--- src/rtl/apb_pkg.sv ---
// Shared types and default sizing for the APB master and its wait counter.
package apb_pkg;

    typedef enum logic [1:0] {
        IDLE   = 2'd0,
        SETUP  = 2'd1,
        ACCESS = 2'd2
    } apb_state_t;

    localparam int unsigned DEF_ADDR_W  = 8;
    localparam int unsigned DEF_DATA_W  = 32;
    localparam int unsigned DEF_TIMEOUT = 16;
    localparam int unsigned WAIT_CNT_W  = 8;

endpackage

--- src/rtl/apb_wait_cnt.sv ---
// Counts ACCESS cycles without pready; expired flags that the current cycle
// is the last one allowed before forced termination.
module apb_wait_cnt
    import apb_pkg::*;
#(
    parameter int unsigned LIMIT = DEF_TIMEOUT
) (
    input  logic clk,
    input  logic rst,
    input  logic clr,
    input  logic en,
    output logic expired
);

    localparam logic [WAIT_CNT_W-1:0] LIMIT_M1 = WAIT_CNT_W'(LIMIT - 1);

    logic [WAIT_CNT_W-1:0] cnt_r;
    logic [WAIT_CNT_W-1:0] cnt_nxt_s;
    logic                  expired_r;

    // Next count: clear wins over increment.
    always_comb begin
        cnt_nxt_s = cnt_r;
        if (clr) begin
            cnt_nxt_s = '0;
        end else if (en) begin
            cnt_nxt_s = cnt_r + 8'd1;
        end else begin
            cnt_nxt_s = cnt_r;
        end
    end

    // Count register; expired is precomputed so it is valid from the first ACCESS cycle.
    always_ff @(posedge clk) begin
        if (rst) begin
            cnt_r     <= '0;
            expired_r <= 1'b0;
        end else begin
            cnt_r     <= cnt_nxt_s;
            expired_r <= (cnt_nxt_s == LIMIT_M1);
        end
    end

    assign expired = expired_r;

endmodule

--- src/rtl/apb_master.sv ---
// Single-outstanding APB master: host request in, one APB transfer out,
// one-cycle response pulse back. Stalled slaves are cut off after TIMEOUT waits.
module apb_master
    import apb_pkg::*;
#(
    parameter int unsigned ADDR_W  = DEF_ADDR_W,
    parameter int unsigned DATA_W  = DEF_DATA_W,
    parameter int unsigned TIMEOUT = DEF_TIMEOUT
) (
    input  logic              clk,
    input  logic              rst,
    input  logic              req_valid,
    output logic              req_ready,
    input  logic              req_write,
    input  logic [ADDR_W-1:0] req_addr,
    input  logic [DATA_W-1:0] req_wdata,
    output logic              rsp_valid,
    output logic [DATA_W-1:0] rsp_rdata,
    output logic              rsp_err,
    output logic              psel,
    output logic              penable,
    output logic              pwrite,
    output logic [ADDR_W-1:0] paddr,
    output logic [DATA_W-1:0] pwdata,
    input  logic              pready,
    input  logic              pslver,
    input  logic [DATA_W-1:0] prdata
);

    apb_state_t        state_r;
    apb_state_t        state_nxt_s;
    logic              accept_s;
    logic              done_s;
    logic              tmo_s;
    logic              expired_s;
    logic              req_ready_r;
    logic              rsp_valid_r;
    logic [DATA_W-1:0] rsp_rdata_r;
    logic              rsp_err_r;
    logic              psel_r;
    logic              penable_r;
    logic              pwrite_r;
    logic [ADDR_W-1:0] paddr_r;
    logic [DATA_W-1:0] pwdata_r;

    apb_wait_cnt #(
        .LIMIT (TIMEOUT)
    ) u_wait_cnt (
        .clk     (clk),
        .rst     (rst),
        .clr     (state_r == SETUP),
        .en      ((state_r == ACCESS) && !pready),
        .expired (expired_s)
    );

    // Next-state logic; pready takes priority over the timeout.
    always_comb begin
        state_nxt_s = state_r;
        accept_s    = 1'b0;
        done_s      = 1'b0;
        tmo_s       = 1'b0;
        case (state_r)
            IDLE: begin
                if (req_valid && req_ready_r) begin
                    accept_s    = 1'b1;
                    state_nxt_s = SETUP;
                end else begin
                    state_nxt_s = IDLE;
                end
            end
            SETUP: begin
                state_nxt_s = ACCESS;
            end
            ACCESS: begin
                if (pready) begin
                    done_s      = 1'b1;
                    state_nxt_s = IDLE;
                end else if (expired_s) begin
                    tmo_s       = 1'b1;
                    state_nxt_s = IDLE;
                end else begin
                    state_nxt_s = ACCESS;
                end
            end
            default: begin
                state_nxt_s = IDLE;
            end
        endcase
    end

    // State and registered outputs; control outputs decode the next state.
    always_ff @(posedge clk) begin
        if (rst) begin
            state_r     <= IDLE;
            req_ready_r <= 1'b0;
            rsp_valid_r <= 1'b0;
            rsp_rdata_r <= '0;
            rsp_err_r   <= 1'b0;
            psel_r      <= 1'b0;
            penable_r   <= 1'b0;
            pwrite_r    <= 1'b0;
            paddr_r     <= '0;
            pwdata_r    <= '0;
        end else begin
            state_r     <= state_nxt_s;
            req_ready_r <= (state_nxt_s == IDLE);
            psel_r      <= (state_nxt_s != IDLE);
            penable_r   <= (state_nxt_s == ACCESS);
            rsp_valid_r <= done_s | tmo_s;
            if (accept_s) begin
                pwrite_r <= req_write;
                paddr_r  <= req_addr;
                pwdata_r <= req_write ? req_wdata : '0;
            end
            // Slave error keeps the read data it came with; timeouts have none.
            if (done_s) begin
                rsp_err_r   <= pslver;
                rsp_rdata_r <= pwrite_r ? '0 : prdata;
            end else if (tmo_s) begin
                rsp_err_r   <= 1'b1;
                rsp_rdata_r <= '0;
            end
        end
    end

    assign req_ready = req_ready_r;
    assign rsp_valid = rsp_valid_r;
    assign rsp_rdata = rsp_rdata_r;
    assign rsp_err   = rsp_err_r;
    assign psel      = psel_r;
    assign penable   = penable_r;
    assign pwrite    = pwrite_r;
    assign paddr     = paddr_r;
    assign pwdata    = pwdata_r;

endmodule

--- config.mk ---
export PLATFORM = sky130hd
export DESIGN_NAME = apb_master
export DESIGN_NICKNAME = d
export VERILOG_FILES = /design/src/rtl/apb_pkg.sv /design/src/rtl/apb_wait_cnt.sv /design/src/rtl/apb_master.sv
export SDC_FILE = /design/constraint.sdc
export NUM_CORES = 1
export LEC_CHECK = 0
export CAP_MARGIN = 20
export CORE_UTILIZATION = 43
export DETAILED_ROUTE_END_ITERATION = 7
export GPL_TIMING_DRIVEN = 0
export PLACE_DENSITY = 0.95
export SYNTH_ARGS = -nofsm -noshare
export SYNTH_HDL_FRONTEND = slang
export SYNTH_SLANG_ARGS = --single-unit
--- constraint.sdc ---
create_clock -name clk -period 4.2 [get_ports clk]
set_input_delay 0.84 -clock clk [delete_from_list [all_inputs] [get_ports clk]]
set_output_delay 0.84 -clock clk [all_outputs]
set_load 0.05 [all_outputs]
==> results.txt, run 1 <==
The port buffer count came out at 154. The global-route wire length before repair is 13890 um. The repair_antennas step left the layout with diodes totalling 0. The total global routing track utilization came out at about a quarter.

The number of stages on the worst hold path came out at 2. The Yosys warning count is 0. The critical path in this run is classified as flop to primary output. In this run the critical register-to-register path is captured at u_wait_cnt.expired$_SDFF_PP0_. The leakage component of the power is 1.846 nW. Setup repair after global routing left no endpoint under its margin. Synthesis produced a netlist whose cell count is ~290. Averaged over all synthesized cells, the footprint is 10.89 um^2. The worst setup path is launched from a flop. The insertion delay of the later-clocked pin in the worst-skew pair came out at 360 ps.

The sum of buffers and inverters on the critical path is 1. The synthesized net count is 366. The signal on the critical path passes through clkdlybuf4s50_1.

The via count of the routed design is 2907. The data arrival time of the worst path came out at 1650 ps. The post-detailed-route wirelength per cell is ~16 um. Entering global routing, the biggest net connects 18 pins. The maximum number of buffers from clock root to sink is 2. The number of resized instances in the post-cts repair step is 0. The final cycle utilization of the critical path came out at roughly three fifths. After the last flow step, the layout net total stands at 531. The area added between synthesis and finish is 59.90%. The via density per instance is ~5.3. Data on the critical path is required at its endpoint by 3360 ps. The number of antenna-violating nets in the routed design is 0. In this run the horizontal extent of the chip is just under 90 um. The number of different library cells used by synthesis comes to 51. The part of the Yosys area used for sequential elements came out at between 50% and 60%.

The maximum resistive drop on vdd came out at about 0.21 mV. For this design, the CTS-stage hold fixing added 0 buffers. The max-capacitance violation count came out at 0. The setup slack of the worst register-to-register path came out at 2250 ps. For this configuration, the core starts out at a cell density of 45.27%. The delay of the slowest critical-path stage came out at 850 ps. The top-level port count is 156. The core footprint came out at 0.006907 mm^2. The total congestion overflow after global routing is 0. The total wire length after detailed routing came out at 8861 um. The final worst clock skew came out at 8.770 ps.

The floorplan step defined a die boundary enclosing 0.007617 mm^2. The count of final max-slew check failures came to 0. Clock tree synthesis inserted a total of 9 buffers. Clock tree synthesis selected as its root buffer the cell sky130_fd_sc_hd__clkbuf_8. The cell area after synthesis is about 0.0031 mm^2.

The floorplan has 30 rows. The post-synthesis register bit count came out at a little under 90. Once layout is done, the placed cells without fillers occupy 0.005000 mm^2. Counting I/O delays and the setup requirement, the final critical path takes 2486 ps. The cell area power density came out at 349.5 mW/mm^2. The share of the synthesized area in the top cell type came out at 56.98%. Derived from the worst setup path, the maximum achievable clock frequency is 402.2 MHz. The CTS sink count is 89.

The worst-path maximum fanout is 3. TritonCTS built the clock tree. The number of antenna violations at the first check in global routing came to 0.

The number of failing setup endpoints in the final timing report is 0. The startpoint of the most critical register-to-register path is u_wait_cnt.cnt_r[0]$_SDFF_PP0_. The proportion of register bits with asynchronous set or reset after synthesis came out at 0%.

By area the synthesized netlist is led by sky130_fd_sc_hd__dfxtp_1, sky130_fd_sc_hd__a22o_1, sky130_fd_sc_hd__a22oi_1. After detailed placement, the total cell area comes to 0.004788 mm^2. The max-slew headroom at the worst pin is 60.84%. The worst setup path is captured at a primary output. The worst-case hold path end point is rsp_err$_SDFFE_PP0P_. The synthesized design spends more area on one cell type than any other, namely sky130_fd_sc_hd__dfxtp_1.

The synthesized design contains 0 enable-type register cells. The via count of the first global-routing pass is roughly 3000. The sum of net half-perimeters after detailed placement came out at 6744 um. The depth of the worst register-to-register path came out at 5.

The run finished with clean final reports. The slowest stage of the critical path is the sky130_fd_sc_hd__clkdlybuf4s50_1 cell. The number of detailed-routing iterations run before antenna repair is 4.

The die height is 87.28 um. The final worst hold slack is 465.9 ps. In this run the most critical hold path is launched from rsp_err$_SDFFE_PP0P_.

The residual DRC count came out at 0. The leading register cell type out of synthesis is sky130_fd_sc_hd__dfxtp_1. The final-layout setup total negative slack is 0 ps.

The ratio of cells with drive above 1 in the final layout came out at approximately 10%. Routability-driven placement finished with a final weighted congestion of 0.8662. The H-tree depth reported by CTS is 3. For the pin with the worst max-slew slack, the measured transition is 584.7 ps. The hold violation total from the final report is 0. In this design, the largest share of critical-path delay is due to buffers and inverters. The path class of the lowest-slack min-delay path is flop to flop. The post-CTS clock slew at the launch and capture registers of the worst setup and hold paths came out at 90 ps. The post-CTS repair timing setup buffer count is 0. The number of DRC markers in iteration 0 came out at about 140.
synthesized netlist by cell type, types with 2 or more instances:
cell type and n:
sky130_fd_sc_hd__nor2_1 43, sky130_fd_sc_hd__and2b_2 2, sky130_fd_sc_hd__clkbuf_1 9, sky130_fd_sc_hd__a22o_1 40, sky130_fd_sc_hd__a22oi_1 32, sky130_fd_sc_hd__nor2b_1 3
sky130_fd_sc_hd__nand2_1 3, sky130_fd_sc_hd__nand2b_1 2, sky130_fd_sc_hd__dfxtp_1 89, sky130_fd_sc_hd__o21a_1 3, sky130_fd_sc_hd__inv_1 2, sky130_fd_sc_hd__and2_1 3
sky130_fd_sc_hd__nand3_1 2, sky130_fd_sc_hd__a21oi_1 3, sky130_fd_sc_hd__a31oi_1 2, sky130_fd_sc_hd__clkbuf_8 2, sky130_fd_sc_hd__buf_2 11, sky130_fd_sc_hd__xnor2_1 3
report_power, final:
group,switching (mW),internal [mW]
registers,0.0140,0.865
clock network,0.329,0.286
logic,0.133,0.121
layer usage:
layer	global-route usage [%]	routed length [um]
met2	41.90	4499
met5	0	0
met3	6.445	619
met4	11.62	248
met1	26.97	3493
per-stage QoR:
stage	setup slack, ps	power, mW	cells	utilization [%]
after floorplan	2192	1.020	287	-
after global placement	1627	1.144	537	69.33
after detailed placement	1554	1.151	537	69.33
after CTS	1720	1.756	553	72.39
after global routing	1680	1.816	553	72.39
final	1714	1.748	553	72.39
flip-flops by register name, summed over array words and instances (netlist names):
register and cells:
paddr 8, req_ready 1, rsp_rdata 32, penable 1, rsp_valid 1, state_r 2, pwrite 1, u_wait_cnt.expired 1
pwdata 32, rsp_err 1, psel 1, u_wait_cnt.cnt_r 8
worst max path at each step:
stage,start,endpoint,slack (ps),cells past startpoint
6_report,pwrite$_SDFFE_PP0P_,pwrite,1710,1
5_1_grt,pwrite$_SDFFE_PP0P_,pwrite,1680,1
4_1_cts,pwrite$_SDFFE_PP0P_,pwrite,1720,1
3_5_place_dp,pready,u_wait_cnt.expired$_SDFF_PP0_,1550,6
3_3_place_gp,pready,u_wait_cnt.expired$_SDFF_PP0_,1630,6
2_1_floorplan,pready,u_wait_cnt.expired$_SDFF_PP0_,2190,5
layout make-up:
class / count / area [um^2]
buffer: 24 / 135.1
clock buffer: 9 / 123.9
clock inverter: 7 / 87.58
fill: 544 / 1907
inverter: 2 / 7.507
multi-input combinational: 172 / 1202
sequential: 89 / 1782
tap: 96 / 120.1
timing repair buffer: 154 / 1541
logic make-up after synthesis:
kind of cell | count (synthesis) | share of synthesized area [%]
and+or+nand+nor | 74 | 12.53
muxes | 1 | 0.3201
adders and majority gates | 1 | 0.4001
xor gates and xnor gates | 3 | 0.8405
DFF | 89 | 56.98
buffers and inverters | 26 | 4.562
AOI/OAI and AO/OA | 93 | 24.37
layout by cell type (no fill, tap or decap), drive strengths merged, types with 2 or more instances in the layout:
cell type,synthesis,routed
a21oi,4,4
a22o,40,40
a22oi,32,32
a31oi,2,2
and2,3,3
and2b,2,2
buf,13,13
clkbuf,11,20
clkdlybuf4s50,0,154
clkinvlp,0,2
dfxtp,89,89
inv,2,5
nand2,3,3
nand2b,2,2
nand3,2,2
nand4bb,2,2
nor2,44,44
nor2b,3,3
nor3,2,2
o21a,3,3
o21ai,2,2
o31ai,2,2
or3b,2,2
xnor2,3,3
No activity file was read; power rests on OpenSTA's default activity.
==> inputs of run 2 (changes only) <==
- CORE_UTILIZATION: 43 -> 36
- PLACE_DENSITY: 0.95 -> 0.88
- clock period: 4.2 -> 2.26 ns (I/O delays scaled with it)
==> run 2 against run 1 <==
  * Power grew 85%
  * Final cell count grew 1.6%
  * Critical path depth is the same
  * Global-route usage shrank 4.7 points
  * Combinational power grew 85%
  * Register-to-register slack lost 1900 ps
  * Non-clock buffer count is the same
  * Sequential power grew 85%
  * Hold slack lost 130 ps
  * Cell area grew 0.28%
  * Critical path type unchanged
  * Largest cell class unchanged
  * Largest power group unchanged
  * Highest routed layer unchanged
==> results.txt, run 2 (synthesized netlist as in run 1, its figures left out) <==
The number of resized instances in the post-cts repair step was 0 (unchanged). The hold violation total from the final report was 0 (unchanged). The top-level port count came out at 156 (unchanged).

The design area came out at 0.005014 mm^2 (was 0.005000 mm^2). The ratio of cells with drive above 1 in the final layout was 10.07% (unchanged). The final cycle utilization of the critical path came out at 90.73%. CP Cell Sequence: clkdlybuf4s50_1 (unchanged). The post-CTS clock slew at the launch and capture registers of the worst setup and hold paths is 90 ps (about the same). The via count of the routed design came out at 2908 (was 2907). The cell with the biggest individual delay on the critical path is sky130_fd_sc_hd__clkdlybuf4s50_1 (unchanged). The sequential standard cell area came out at 0.001782 mm^2 (unchanged). The H-tree depth reported by CTS is 3 (unchanged). The TritonCTS buffer count was 9 (unchanged). Commonest cells after routing, fill and taps aside: sky130_fd_sc_hd__clkdlybuf4s50_1, sky130_fd_sc_hd__dfxtp_1, sky130_fd_sc_hd__nor2_1 (unchanged). The post-detailed-route wirelength per cell came out at 15.18 um (was 16.02 um). The total congestion overflow after global routing is 0 (unchanged). The total global routing track utilization is 19.26% (was 23.98%). The delay of the slowest critical-path stage is 850 ps (about the same). The die height came out at 95.20 um (was 87.28 um).

The family with the most delay on the worst path is buffers and inverters (unchanged). The cts-stage hold buffer count is 0 (unchanged). The global-route wire length before repair came out at 13430 um (was 13890 um). The area added between synthesis and finish is 60.34% (was 59.90%). The die area came to 0.009062 mm^2 (was 0.007617 mm^2). The cell area power density is 644.4 mW/mm^2 (was 349.5 mW/mm^2). The maximum number of buffers from clock root to sink is 2 (unchanged). The clock tree root driver cell is sky130_fd_sc_hd__clkbuf_8 (unchanged). The core footprint came out at 0.008299 mm^2 (was 0.006907 mm^2). The final worst clock skew is 7.890 ps (was 8.770 ps). The minimum clock period is 2050 ps. The maximum resistive drop on vdd is 0.4386 mV (was 0.2133 mV). The number of failing setup endpoints in the final timing report came to 0 (unchanged). The placer's final routability congestion estimate is 0.8217 (was 0.8662). The worst-path maximum fanout is 3 (unchanged). The final-layout setup total negative slack is 0 ps (unchanged). The most frequent standard cell in the layout excluding fill and tap cells is sky130_fd_sc_hd__clkdlybuf4s50_1 (unchanged). The CTS sink count is 89 (unchanged). The sum of buffers and inverters on the critical path came out at 1 (unchanged). The multi-input gate area in the final layout is 0.001202 mm^2 (unchanged). The pin count of the biggest net entering global routing is 16 (was 18). The data arrival time of the worst path came out at 1600 ps (was 1650 ps). The post-CTS repair timing setup buffer count is 0 (unchanged). The port buffer count came out at 154 (unchanged). The via count of the first global-routing pass came out at 2844 (was 2938).

The total wire length after detailed routing came out at 8533 um (was 8861 um). The number of DRC markers in iteration 0 came to 74 (was 139). The number of standard-cell rows in the floorplan came out at 33 (was 30).

The residual DRC count is 0 (unchanged). The max-slew headroom at the worst pin came out at 59.25% (was 60.84%). The type of the worst setup path is flop to primary output (unchanged). The leakage component of the power came out at 1.849 nW (was 1.846 nW). The count of final max-slew check failures came out at 0 (unchanged). The path class of the lowest-slack min-delay path is input port to flop (was flop to flop). The layout filler cell count came out at 688 (was 544).

The via density per instance came to 5.174 (was 5.257). The number of detailed-routing iterations run before antenna repair is 4 (unchanged). The initial core utilization was 37.68% (was 45.27%). The worst setup timing slack at the placement stage came out at 28.97 ps (was 1554 ps). The post-layout net count is 531 (unchanged). The standard cell area after detailed placement came out at 0.004800 mm^2 (was 0.004788 mm^2). Unrepaired setup endpoints after global routing: false (unchanged). Run status: completed (unchanged). The critical path endpoint category is a primary output (unchanged). The number of antenna-violating nets in the routed design is 0 (unchanged).

The CTS tree was done (unchanged). The max-capacitance violation count came out at 0 (unchanged). The antenna diode count was 0 (unchanged). The fraction of the core area covered by cells at the end of the flow is 60.41% (was 72.39%). The insertion delay of the later-clocked pin in the worst-skew pair came out at 340 ps (was 360 ps). The width of the chip is 95.20 um (was 87.28 um).

The highest achievable clock rate is 487.7 MHz. The sum of net half-perimeters after detailed placement is 6390 um (was 6744 um). The total power draw came out at 3.231 mW (was 1.748 mW).

The data required time of the critical path is 1810 ps (was 3360 ps). The kind of start point of the critical path is a flop (unchanged). The slew of the pin with the lowest slew margin was 608.5 ps (was 584.7 ps). The final critical-path setup slack is 209.5 ps (was 1714 ps). The number of antenna violations at the first check in global routing came out at 0 (unchanged).
-- run 2: cell type report --
class / instances / area share [%]
Tap cell: 105 / 2.620
Clock inverter: 5 / 1.248
Multi-Input combinational cell: 172 / 23.98
Clock buffer: 11 / 3.020
Buffer: 24 / 2.695
Sequential cell: 89 / 35.54
Timing Repair Buffer: 154 / 30.75
Inverter: 2 / 0.1497
-- run 2: path summary, 6_finish.rpt --
path | slack [ps] | depth (start not counted) | endpoint | from
worst min-delay path | 340 | 2 | state_r[1]$_SDFF_PP0_ | rst
worst min register to register | 460 | 2 | rsp_err$_SDFFE_PP0P_ | rsp_err$_SDFFE_PP0P_
worst max-delay path | 210 | 1 | pwrite | pwrite$_SDFFE_PP0P_
worst max register to register | 340 | 5 | u_wait_cnt.expired$_SDFF_PP0_ | u_wait_cnt.cnt_r[0]$_SDFF_PP0_
-- run 2: per-layer routing --
metal  vias to the layer above  part of all wire [%]  global-route usage [%]
met3                        17                   7.8                   5.981
met2                       131                    49                   32.02
met5                         -                     0                       0
met4                         0                   2.4                   8.965
li1                       1384                     -                       -
met1                      1376                    41                   22.51
-- run 2: worst register-to-register path, delay by kind of cell (launching register included) --
kind            cells  cell delay (ps)
flops               1              490
compound gates      1              360
xor+xnor            1              120
fa+ha+maj           1              270
simple gates        2              570
-- run 2: where the power goes --
part           switching (mW)  leakage, nW  total (mW)  internal [mW]
registers              0.0243        0.720        1.63           1.61
logic                   0.244         1.03       0.468          0.224
clock network           0.554        0.102        1.13          0.577
-- run 2: stage by stage --
| stage | hold slack [ps] | instances |
|---|---|---|
| after floorplan | 475.8 | 287 |
| after global placement | 444.1 | 546 |
| after detailed placement | 447.1 | 546 |
| after CTS | 321.0 | 562 |
| after global routing | 328.0 | 562 |
| final | 336.4 | 562 |
